<file path="src/rtl/seq_divider.sv">
// Iterative restoring divider: one quotient bit per clock, signed/unsigned,
// start/busy/done handshake with divide-by-zero detection.
module seq_divider #(
  parameter int unsigned WIDTH = 32
) (
  input  logic             clk,
  input  logic             rst_n,
  input  logic             start,
  input  logic             signed_op,
  input  logic [WIDTH-1:0] A,
  input  logic [WIDTH-1:0] B,
  output logic             busy,
  output logic             done,
  output logic [WIDTH-1:0] Q,
  output logic [WIDTH-1:0] R,
  output logic             DZ
);

  localparam int unsigned CntW = $clog2(WIDTH);

  typedef enum logic [1:0] {StIdle, StRun, StDone} state_e;

  state_e            state_q, state_d;
  logic [CntW-1:0]   count_q, count_d;
  logic [WIDTH-1:0]  rem_q, rem_d;
  logic [WIDTH-1:0]  dq_q, dq_d;
  logic [WIDTH-1:0]  absb_q, absb_d;
  logic              negq_q, negq_d;
  logic              negr_q, negr_d;
  logic [WIDTH-1:0]  q_q, q_d;
  logic [WIDTH-1:0]  r_q, r_d;
  logic              dz_q, dz_d;

  logic [WIDTH-1:0]  abs_a, abs_b;
  logic [WIDTH:0]    shifted, trial;
  logic              qbit;
  logic [WIDTH-1:0]  rem_next, dq_next;

  always_comb begin
    abs_a    = (signed_op && A[WIDTH-1]) ? (~A + 1'b1) : A;
    abs_b    = (signed_op && B[WIDTH-1]) ? (~B + 1'b1) : B;
    // rem stays below |B|, so the 33-bit trial sign bit is the borrow
    shifted  = {rem_q, dq_q[WIDTH-1]};
    trial    = shifted - {1'b0, absb_q};
    qbit     = ~trial[WIDTH];
    rem_next = qbit ? trial[WIDTH-1:0] : shifted[WIDTH-1:0];
    dq_next  = {dq_q[WIDTH-2:0], qbit};

    state_d = state_q;
    count_d = count_q;
    rem_d   = rem_q;
    dq_d    = dq_q;
    absb_d  = absb_q;
    negq_d  = negq_q;
    negr_d  = negr_q;
    q_d     = q_q;
    r_d     = r_q;
    dz_d    = dz_q;

    unique case (state_q)
      StIdle, StDone: begin
        if (start) begin
          negq_d = signed_op & (A[WIDTH-1] ^ B[WIDTH-1]);
          negr_d = signed_op & A[WIDTH-1];
          if (B == '0) begin
            q_d     = '1;
            r_d     = A;
            dz_d    = 1'b1;
            state_d = StDone;
          end else begin
            rem_d   = '0;
            dq_d    = abs_a;
            absb_d  = abs_b;
            count_d = '0;
            state_d = StRun;
          end
        end else begin
          state_d = StIdle;
        end
      end
      StRun: begin
        rem_d   = rem_next;
        dq_d    = dq_next;
        count_d = count_q + 1'b1;
        if (count_q == CntW'(WIDTH - 1)) begin
          q_d     = negq_q ? (~dq_next + 1'b1) : dq_next;
          r_d     = negr_q ? (~rem_next + 1'b1) : rem_next;
          dz_d    = 1'b0;
          state_d = StDone;
        end
      end
      default: state_d = StIdle;
    endcase
  end

  always_ff @(posedge clk or negedge rst_n) begin
    if (!rst_n) begin
      state_q <= StIdle;
      count_q <= '0;
      rem_q   <= '0;
      dq_q    <= '0;
      absb_q  <= '0;
      negq_q  <= 1'b0;
      negr_q  <= 1'b0;
      q_q     <= '0;
      r_q     <= '0;
      dz_q    <= 1'b0;
    end else begin
      state_q <= state_d;
      count_q <= count_d;
      rem_q   <= rem_d;
      dq_q    <= dq_d;
      absb_q  <= absb_d;
      negq_q  <= negq_d;
      negr_q  <= negr_d;
      q_q     <= q_d;
      r_q     <= r_d;
      dz_q    <= dz_d;
    end
  end

  assign busy = (state_q == StRun);
  assign done = (state_q == StDone);
  assign Q    = q_q;
  assign R    = r_q;
  assign DZ   = dz_q;

endmodule
</file>
<file path="config.mk">
export PLATFORM = sky130hd
export DESIGN_NAME = seq_divider
export DESIGN_NICKNAME = d
export VERILOG_FILES = /design/src/rtl/seq_divider.sv
export SDC_FILE = /design/constraint.sdc
export NUM_CORES = 1
export LEC_CHECK = 0
export BUFFER_PORTS_ARGS = -buffer_cell sky130_fd_sc_hd__buf_2
export CORE_MARGIN = 5
export CORE_UTILIZATION = 60
export DETAILED_ROUTE_END_ITERATION = 10
export PLACE_DENSITY = 0.91
export SYNTH_ARGS = -nofsm -noshare
export SYNTH_HDL_FRONTEND = slang
export SYNTH_SLANG_ARGS = --single-unit
</file>
<file path="constraint.sdc">
create_clock -name clk -period 5.7 [get_ports clk]
set_clock_uncertainty 0.05 [all_clocks]
set_input_delay 1.14 -clock clk [delete_from_list [all_inputs] [get_ports clk]]
set_output_delay 1.14 -clock clk [all_outputs]
set_load 0.005 [all_outputs]
</file>
# ---- Word-level counts from Yosys, hierarchy flattened
# Cells that the tools add are included.
dict set report totals {
  ff_bits 170
  in_bits 68
}
dict set report classes {
  add_sub_neg 6
  eq_ne 7
  n_mux 30
  bitwise_logic 9
  reduce_logical 10
}
# op n
set op_table {}
lappend op_table {{$mux W32} 15}
lappend op_table {{$pmux W32 S2} 4}
lappend op_table {{$add A32 B1 Y32 const B} 4}
lappend op_table {{$not A32 Y32} 4}
lappend op_table {{$sub A33 B32 Y33} 1}
lappend op_table {{$logic_not A32 Y1} 1}
lappend op_table {{$mux W5} 2}
lappend op_table {{$pmux W5 S2} 1}
lappend op_table {{$mux W2} 3}
lappend op_table {{$ne A2 B2 Y1 const B} 3}
lappend op_table {{$reduce_and A3 Y1} 2}
lappend op_table {{$add A5 B1 Y5 const B} 1}
lappend op_table {{$eq A5 B5 Y1 const B} 1}
lappend op_table {{$pmux W2 S2} 1}
lappend op_table {{$reduce_and A4 Y1} 1}
lappend op_table {{$mux W1} 3}
lappend op_table {{$and A1 B1 Y1} 2}
lappend op_table {{$eq A2 B1 Y1 const B} 1}
lappend op_table {{$eq A2 B2 Y1 const B} 1}
lappend op_table {{$logic_and A1 B1 Y1} 2}
lappend op_table {{$logic_not A2 Y1} 1}
lappend op_table {{$ne A2 B1 Y1 const B} 1}
lappend op_table {{$not A1 Y1} 2}
lappend op_table {{$pmux W1 S2} 1}
lappend op_table {{other kinds (4)} 4}

# ---- Depth between registers and ports, before layout
# Gate-level depths: netlist (run 1).
dict set report depth {
  depth_word 7
  mapped_depth 24
}

# ---- Worst setup path after synthesis (run 1)
# OpenSTA, ideal clock, no wires.
dict set report synth_path {
  kind {reg-to-reg}
  startpoint {register dq_q[31]}
  endpoint {register q_q[26] (netlist: Q[26])}
  arrival_ns 4.535
  slack_ns 0.978
  stages_incl_launch_ff 22
  n_path_buf 3
  cell_sequence {dfrtp_1 inv_1 ha_1 inv_1 fa_1 a211oi_4 nor3_4 o21ai_4 o32ai_2 nor3_2 nor2_8 inv_4 buf_6 buf_6 buf_2 ha_1 nand2_1 or3_1 or3_1 o31ai_1 xor2_1 a21oi_1}
}
dict set report synth_between {
  elab_chain_cells 7
}
# item line_no
set synth_rtl {}
lappend synth_rtl {{from (decl)} 26} ;# logic [WIDTH-1:0] dq_q, dq_d;
lappend synth_rtl {{from (signal assigned)} 112} ;# dq_q <= dq_d;
lappend synth_rtl {{$sub A33 B32 Y33} 44} ;# trial = shifted - {1'b0, absb_q};
lappend synth_rtl {{$not A1 Y1} 45} ;# qbit = ~trial[WIDTH];
lappend synth_rtl {{$not A32 Y32} 86} ;# q_d = negq_q ? (~dq_next + 1'b1) : dq_next;
lappend synth_rtl {{$add A32 B1 Y32} 86}
lappend synth_rtl {{$mux W32} 86}
lappend synth_rtl {{$mux W32} 85} ;# if (count_q == CntW'(WIDTH - 1)) begin
lappend synth_rtl {{$pmux W32 S2} 60} ;# unique case (state_q)
lappend synth_rtl {{to (signal assigned)} 116} ;# q_q <= q_d;
lappend synth_rtl {{to (decl)} 30} ;# logic [WIDTH-1:0] q_q, q_d;
# No other way between the ends. The select of a mux whose other input is x is not followed.
# A chain may end at the register's enable or synchronous reset.

# ---- Worst setup path in the final report (run 1)
# Same ends and word-level chain as after synthesis.

==> impl_metrics.env, run 1 <==
export IMPL_ctsResizeCount=0
export IMPL_syn_to_final_growth_pct=11.1
export IMPL_cts_tree="done"
export IMPL_nets=1711
export IMPL_fillers=1666
export IMPL_viasPerCell=6.39
export IMPL_syn_area_per_cell_um2=8.06
export IMPL_core_area_um2=20200
export IMPL_synth_edf_count=0
export IMPL_ys_seq_area_frac=0.345
export IMPL_htree_levels=4
export IMPL_synth_ff_type="dfrtp_1"
export IMPL_hp_start="DZ"
export IMPL_dpl_hpwl_um=27200
export IMPL_hold_ws_ps=428
export IMPL_rsz0062_at_grt="false"
export IMPL_status="finished, final reports clean"
export IMPL_wl_per_cell_um=19.1
export IMPL_grt_pass1_vias=11100
export IMPL_dr_pass1_iters=6
export IMPL_drt_iter0_drc=1348
export IMPL_slew_viol_final=0
export IMPL_max_cap_violations=0
export IMPL_fmax_ghz=0.189
export IMPL_netlist_top_cells_area="dfrtp_1, o21ai_0, nand2_1"
export IMPL_synth_nets=1636
export IMPL_synth_top_area_frac=0.345
export IMPL_top_layer="met4"
export IMPL_post_route_period_util=0.928
export IMPL_wl_met2_um=16000
export IMPL_grt_usage=0.299
export IMPL_die_area_um2=23500
export IMPL_crit_type="reg -> reg"
export IMPL_grt_max_degree=109
export IMPL_hold_depth=1
export IMPL_final_common_cell="nand2_1"
export IMPL_ant_nets=0
export IMPL_wl_met3_um=3710
export IMPL_die_h_um=153
export IMPL_netlist_area_um2=12300
export IMPL_hold_buffers=0
export IMPL_row_count=52
export IMPL_synthCells=1529
export IMPL_final_cell_mix="nand2_1, o21ai_0, dfrtp_1"
export IMPL_finalWirelength_um=36100
export IMPL_clock_sinks=170
export IMPL_rr_startpoint="dq_q[31]"
export IMPL_worst_ep_required_time_ps=5930
export IMPL_worstSkewPairLatency_ps=440
export IMPL_yosysWarnings=0
export IMPL_setup_violations=0
export IMPL_gp_congestion=1.01
export IMPL_cp_arrival_ps=5510
export IMPL_period_needed_ps=5290
export IMPL_io_pins=135
export IMPL_via_count=12100
export IMPL_start_util=0.609
export IMPL_cts_made_buffers=17
export IMPL_cts_buffer_depth=2
export IMPL_async_flop_share=1.00
export IMPL_fin_tns_setup_ps=0
export IMPL_startpoint_type="flip-flop"
export IMPL_cts_root_buffer="clkbuf_16"
export IMPL_cp_end_kind="flip-flop"
export IMPL_post_cts_buffers=0
export IMPL_synth_top_area_cell="dfrtp_1"
export IMPL_ys_types=87
export IMPL_portBuffers=134
export IMPL_ff2ff_path_depth=18
export IMPL_met1Wirelength_um=14500
export IMPL_grt_pass1_wl_um=57400
export IMPL_drc=0
export IMPL_synth_seq_cells=170
export IMPL_post_route_cells_drive_above_1_share=0.136
export IMPL_antenna_found_initial=1
export IMPL_r2r_end="Q[26]"
export IMPL_die_width_um=153
export IMPL_hp_class="reg -> reg"
export IMPL_worst_r2r_setup_slack_ps=410
export IMPL_relSlewSlack=0.241
export IMPL_worstMarginPinSlew_ps=1140
export IMPL_crit_start="dq_q[31]"
export IMPL_hold_viol_final=0
export IMPL_cp_max_fo=39
export IMPL_gr_total_overflow=0
export IMPL_cts_clk_slew_worst_paths_ps=70
export IMPL_hold_end="DZ"
## cells by family after synthesis
| family | after synthesis | share of synthesized area |
|---|---|---|
| DFF | 170 | 0.345 |
| adders and majority gates | 39 | 0.0402 |
| AOI/OAI and AO/OA | 482 | 0.241 |
| muxes | 36 | 0.0301 |
| buffers and inverters | 144 | 0.0474 |
| xor gates and xnor gates | 128 | 0.0909 |
| and+or+nand+nor | 530 | 0.205 |
## through the flow
step / worst slack [ps] / instance area [µm²] / utilization / cells
2_1_floorplan: 978 / 12300 / - / 1529
3_3_place_gp: 716 / 13100 / 0.647 / 1855
3_5_place_dp: 563 / 13100 / 0.647 / 1855
4_1_cts: 491 / 13700 / 0.677 / 1887
5_1_grt: 202 / 13700 / 0.677 / 1887
6_report: 411 / 13700 / 0.677 / 1888
## Yosys cell counts, drive strengths merged, types with 10 or more instances
| cell | instances |
|---|---|
| o211ai | 10 |
| mux2i | 27 |
| dfrtp | 170 |
| nor2b | 10 |
| buf | 28 |
| o21ai | 179 |
| or3 | 22 |
| nand3 | 54 |
| a21o | 23 |
| clkbuf | 62 |
| xor2 | 68 |
| and2 | 11 |
| nor4 | 15 |
| o31ai | 29 |
| nand4 | 10 |
| and3 | 20 |
| ha | 38 |
| inv | 53 |
| nand2b | 10 |
| a31oi | 32 |
| nor3 | 29 |
| xnor2 | 60 |
| nor2 | 121 |
| nand2 | 194 |
| a21oi | 130 |
| o41ai | 14 |
## worst max-delay path by stage
stage               slack [ps]    end  cells after the start
floorplan                  980  Q[26]                     21
detailed placement         560  Q[26]                     18
finish                     410  Q[26]                     18
global placement           720  Q[26]                     18
global route               200  Q[26]                     18
CTS                        490  Q[26]                     18
## metal layers
layer / GRT usage / vias up
li1: - / 5640
met1: 0.405 / 5627
met2: 0.463 / 679
met3: 0.0568 / 125
met4: 0.143 / 0
met5: 0 / -
## area by class of cell
| type | instances | area (µm²) | share of cell area |
|---|---|---|---|
| antenna | 1 | 2.50 | 0.000183 |
| clock buffer | 17 | 425 | 0.0311 |
| timing repair buffer | 146 | 779 | 0.0569 |
| tap | 270 | 338 | 0.0247 |
| sequential | 170 | 4250 | 0.311 |
| inverter | 54 | 205 | 0.0150 |
| multi-input combinational | 1215 | 7510 | 0.549 |
| clock inverter | 15 | 179 | 0.0131 |
## state kept, by name, summed over array words and instances, names as in the netlist
name and count:
Q 32, dq_q 32, negr_q 1, DZ 1
R 32, rem_q 32, state_q 2, negq_q 1
count_q 5, absb_q 32
## worst max-delay path, stage by stage, from the launching register on
cell and delay (ps):
dfrtp_1 390, inv_1 70, ha_1 220, inv_1 90, fa_1 270, a211oi_4 110
nor3_4 350, o21ai_4 150, o32ai_2 340, o21a_1 460, nor2_8 210, inv_4 420
ha_1 310, nand2_1 190, or3_1 520, or3_1 410, o31ai_1 260, xor2_1 200
a21oi_1 80
Power of run 1 is not shown: default switching activity piles up to over one toggle a cycle in this logic, so the estimate is an artifact.
==> inputs of run 2 (changes only) <==
--- a/config.mk
+++ b/config.mk
@@ -7,9 +7,10 @@
 export LEC_CHECK = 0
 export BUFFER_PORTS_ARGS = -buffer_cell sky130_fd_sc_hd__buf_2
 export CORE_MARGIN = 5
-export CORE_UTILIZATION = 60
+export CORE_UTILIZATION = 65
 export DETAILED_ROUTE_END_ITERATION = 10
-export PLACE_DENSITY = 0.91
+export PLACE_DENSITY = 0.94
+export SKIP_CTS_REPAIR_TIMING = 1
 export SYNTH_ARGS = -nofsm -noshare
 export SYNTH_HDL_FRONTEND = slang
 export SYNTH_SLANG_ARGS = --single-unit
==> constraint.sdc (replaced) <==
create_clock -name clk -period 6.2 [get_ports clk]
set_clock_uncertainty 0.05 [all_clocks]
set_input_delay 1.24 -clock clk [delete_from_list [all_inputs] [get_ports clk]]
set_output_delay 1.24 -clock clk [all_outputs]
set_load 0.005 [all_outputs]
==> run 2 against run 1 <==
Net effect:
- worst hold slack better by 6.0 ps
- cell area decreased by 0.52%
- first-iteration DRC count fell by 9.2%
- fmax decreased by 0.57%
- count of clock-buffer cells in the layout increased by 1
- global-route usage increased by 3.2 points
- final cell count down 1.9%
- utilization up 5.2 points
- routed wire length increased by 0.86%
- highest routed layer unchanged
==> impl_metrics.env, run 2 (synthesis results as in run 1) <==
export IMPL_hold_ws_ps=434
export IMPL_p_leak_nw=5.87
export IMPL_drc=0
export IMPL_row_count=50
export IMPL_startpoint_type="flip-flop"
export IMPL_cp_end_kind="flip-flop"
export IMPL_postLayoutCellArea_um2=13600
export IMPL_portBuffers=134
export IMPL_critPathTopFamily="compound AO/OA/AOI/OAI gates"
export IMPL_die_h_um=148
export IMPL_ff2ff_path_depth=19
export IMPL_grt_max_degree=109
export IMPL_grt_usage=0.331
export IMPL_max_cap_violations=0
export IMPL_setup_violations=0
export IMPL_dpl_hpwl_um=27200
export IMPL_core_area_um2=18700
export IMPL_stdcell_count=1853
export IMPL_clock_sinks=170
export IMPL_viasPerCell=6.52
export IMPL_crit_path_cell_trace="inv_1, ha_1, inv_1, fa_1, a211oi_4, nor3_4, o21ai_4, o32ai_2, o21a_1, nor2_8, inv_4, buf_4, mux2i_1, ha_1, inv_1, o41ai_1, xnor2_1, nor2_1, o21ai_0"
export IMPL_grt_pass1_vias=11300
export IMPL_hold_viol_final=0
export IMPL_die_width_um=148
export IMPL_antenna_cells=0
export IMPL_cp_max_fo=28
export IMPL_slew_viol_final=0
export IMPL_cts_clk_slew_worst_paths_ps=70
export IMPL_worst_ep_required_time_ps=6510
export IMPL_crit_type="reg -> reg"
export IMPL_dr_pass1_iters=6
export IMPL_rr_startpoint="dq_q[31]"
export IMPL_grt_pass1_wl_um=58400
export IMPL_cts_buffer_depth=2
export IMPL_wl_per_cell_um=19.6
export IMPL_final_common_cell="nand2_1"
export IMPL_antenna_found_initial=0
export IMPL_power_density_nw_per_um2=711
export IMPL_r2r_end="R[10]"
export IMPL_hp_class="reg -> reg"
export IMPL_period_needed_ps=5320
export IMPL_relSlewSlack=0.271
export IMPL_cpPeakStageDelay_ps=530
export IMPL_ant_nets=0
export IMPL_fmax_ghz=0.188
export IMPL_post_route_period_util=0.858
export IMPL_dp_cells=1821
export IMPL_die_area_um2=21800
export IMPL_hold_depth=2
export IMPL_worst_r2r_setup_slack_ps=880
export IMPL_final_cell_mix="nand2_1, o21ai_0, dfrtp_1"
export IMPL_gp_congestion=1.02
export IMPL_post_route_cells_drive_above_1_share=0.137
export IMPL_crit_top_cell="inv_1"
export IMPL_htree_levels=4
export IMPL_via_count=12100
export IMPL_gr_total_overflow=0
export IMPL_fin_tns_setup_ps=0
export IMPL_hp_start="absb_q[24]"
export IMPL_cp_depth=19
export IMPL_crit_slowest_cell="nor2_8"
export IMPL_cp_arrival_ps=5630
export IMPL_syn_to_final_growth_pct=10.5
export IMPL_path_buf_inv=5
export IMPL_worstSkewPairLatency_ps=440
export IMPL_cts_tree="done"
export IMPL_hold_end="absb_q[24]"
export IMPL_nets=1713
export IMPL_io_pins=135
export IMPL_rsz0062_at_grt="false"
export IMPL_drt_iter0_drc=1224
export IMPL_dpl_cell_area_um2=13000
export IMPL_worstMarginPinSlew_ps=1090
export IMPL_cts_root_buffer="clkbuf_16"
export IMPL_vdd_drop_max_uv=304
export IMPL_cts_made_buffers=17
export IMPL_status="finished, final reports clean"
export IMPL_finalWirelength_um=36400
export IMPL_start_util=0.659
==> run 2: cell type report <==
cell class              instances  area, µm²
clock inverters                14        149
well taps                     234        293
multi-input cells            1215       7510
flip-flops and latches        170       4250
inverters                      54        205
clock buffers                  18        429
fillers                      1441       5080
repair buffers                148        782
==> run 2: worst max-delay path by stage <==
stage / start / end
2_1_floorplan: dq_q[31] / Q[26]
3_3_place_gp: dq_q[31] / R[10]
3_5_place_dp: dq_q[31] / R[10]
4_1_cts: dq_q[31] / R[10]
5_1_grt: dq_q[31] / R[10]
6_report: dq_q[31] / R[10]
==> run 2: power breakdown <==
| group | switching, mW | internal, mW |
|---|---|---|
| combinational | 3.96 | 2.45 |
| sequential | 0.544 | 1.67 |
| clock | 0.518 | 0.539 |
==> run 2: worst min-delay path, stage by stage (launching register included) <==
cell,delay [ps]
dfrtp_1,340
nand2_1,50
o21ai_0,60
==> run 2: layer usage <==
metal | wire, µm | vias up | GRT usage
met5 | 0 | - | 0
met4 | 1770 | 0 | 0.152
met3 | 3530 | 142 | 0.0527
met2 | 16500 | 667 | 0.525
met1 | 14600 | 5653 | 0.448
li1 | - | 5620 | -
==> run 2: through the flow <==
stage,util,setup WS (ps),power (mW)
2_1_floorplan,-,1480,6.81
3_3_place_gp,0.697,1200,8.32
3_5_place_dp,0.697,1000,8.45
4_1_cts,0.728,973,9.56
5_1_grt,0.728,656,10.4
6_report,0.728,881,9.68
(Power assumes the default switching activity.)
==> inputs of run 3 (changes only) <==
--- a/config.mk
+++ b/config.mk
@@ -7,9 +7,9 @@
 export LEC_CHECK = 0
 export BUFFER_PORTS_ARGS = -buffer_cell sky130_fd_sc_hd__buf_2
 export CORE_MARGIN = 5
-export CORE_UTILIZATION = 65
+export CORE_UTILIZATION = 60
 export DETAILED_ROUTE_END_ITERATION = 10
-export PLACE_DENSITY = 0.94
+export PLACE_DENSITY = 0.88
 export SKIP_CTS_REPAIR_TIMING = 1
 export SYNTH_ARGS = -nofsm -noshare
 export SYNTH_HDL_FRONTEND = slang
==> run 3 against run 2 <==
Net effect:
- fmax is 0.58% higher
- sequential cell count unchanged
- count of clock-buffer cells in the layout fell by 1
- worst hold slack worse by 1.2 ps
- cell area up 0.23%
- critical path type unchanged
- largest cell class unchanged
- highest routed layer unchanged
==> impl_metrics.env, run 3 (synthesis results as in run 1) <==
export IMPL_status="finished, final reports clean"
export IMPL_gr_total_overflow=0
export IMPL_worstSkewPairLatency_ps=450
export IMPL_final_core_util=0.675
export IMPL_post_route_cells_drive_above_1_share=0.137
export IMPL_start_util=0.609
export IMPL_via_count=11900
export IMPL_seq_area_um2=4250
export IMPL_io_pins=135
export IMPL_dpl_cell_area_um2=13100
export IMPL_die_h_um=153
export IMPL_finalWirelength_um=34900
export IMPL_cts_buffer_depth=2
export IMPL_cts_clk_slew_worst_paths_ps=70
export IMPL_worst_r2r_setup_slack_ps=910
export IMPL_fmax_ghz=0.189
export IMPL_die_width_um=153
export IMPL_clock_sinks=170
export IMPL_syn_to_final_growth_pct=10.8
export IMPL_final_cell_mix="nand2_1, o21ai_0, dfrtp_1"
export IMPL_crit_type="reg -> reg"
export IMPL_cp_end_kind="flip-flop"
export IMPL_setup_violations=0
export IMPL_r2r_end="R[10]"
export IMPL_rsz0062_at_grt="false"
export IMPL_die_area_um2=23500
export IMPL_cts_made_buffers=17
export IMPL_antenna_cells=0
export IMPL_worst_ep_required_time_ps=6520
export IMPL_ff2ff_path_depth=19
export IMPL_nets=1712
export IMPL_grt_max_degree=109
export IMPL_relSlewSlack=0.181
export IMPL_hold_viol_final=0
export IMPL_worstMarginPinSlew_ps=1230
export IMPL_dpl_hpwl_um=26300
export IMPL_cp_arrival_ps=5610
export IMPL_ant_nets=0
export IMPL_grt_pass1_wl_um=56400
export IMPL_crit_path_end="R[10]"
export IMPL_viasPerCell=6.28
export IMPL_final_common_cell="nand2_1"
export IMPL_multi_input_area_um2=7510
export IMPL_crit_start="dq_q[31]"
export IMPL_hp_class="reg -> reg"
export IMPL_cp_max_fo=28
export IMPL_slew_viol_final=0
export IMPL_postLayoutCellArea_um2=13700
export IMPL_max_cap_violations=0
export IMPL_drt_iter0_drc=1415
export IMPL_gp_congestion=1.04
export IMPL_wl_per_cell_um=18.5
export IMPL_rr_startpoint="dq_q[31]"
export IMPL_htree_levels=4
export IMPL_grt_usage=0.291
export IMPL_grt_pass1_vias=11100
export IMPL_core_area_um2=20200
export IMPL_antenna_found_initial=0
export IMPL_portBuffers=134
export IMPL_period_needed_ps=5290
export IMPL_row_count=52
export IMPL_startpoint_type="flip-flop"
export IMPL_fillers=1636
export IMPL_hold_ws_ps=432
export IMPL_dr_pass1_iters=5
export IMPL_drc=0
export IMPL_post_route_period_util=0.853
export IMPL_fin_tns_setup_ps=0
export IMPL_cts_tree="done"
export IMPL_cts_root_buffer="clkbuf_16"
==> run 3: final cells by class <==
type	count	area share
well taps	270	0.0247
repair buffers	147	0.0567
flip-flops and latches	170	0.312
inverters	54	0.0150
clock inverters	15	0.0107
clock buffers	17	0.0312
multi-input cells	1215	0.550
==> run 3: per-stage QoR <==
step	setup WS, ps	std cells
final	911	1888
after global routing	472	1888
after detailed placement	1000	1856
after CTS	968	1888
after global placement	1190	1856
after floorplan	1480	1529
==> run 3: worst min path at each step <==
stage,start,depth (start not counted),slack (ps),to
detailed placement,absb_q[24],2,420,absb_q[24]
finish,absb_q[24],2,430,absb_q[24]
CTS,absb_q[24],2,440,absb_q[24]
floorplan,absb_q[24],2,400,absb_q[24]
global route,absb_q[24],2,470,absb_q[24]
global placement,DZ,1,410,DZ
==> run 3: critical path, cell delays in order, from the launching register on <==
cell,delay (ps)
dfrtp_1,410
inv_1,70
ha_1,160
inv_1,70
fa_1,440
a211oi_4,320
nor3_4,120
o21ai_4,280
o32ai_2,150
o21a_1,380
nor2_8,530
inv_4,250
buf_4,260
mux2i_1,260
ha_1,390
inv_1,170
o41ai_1,450
xnor2_1,170
nor2_1,50
o21ai_0,180
==> run 3: layer usage <==
metal,track usage,part of all wire
met5,0,0
met4,0.129,0.048
met3,0.0526,0.097
met2,0.458,0.44
met1,0.396,0.41
Power of run 3 is left out for the same reason.
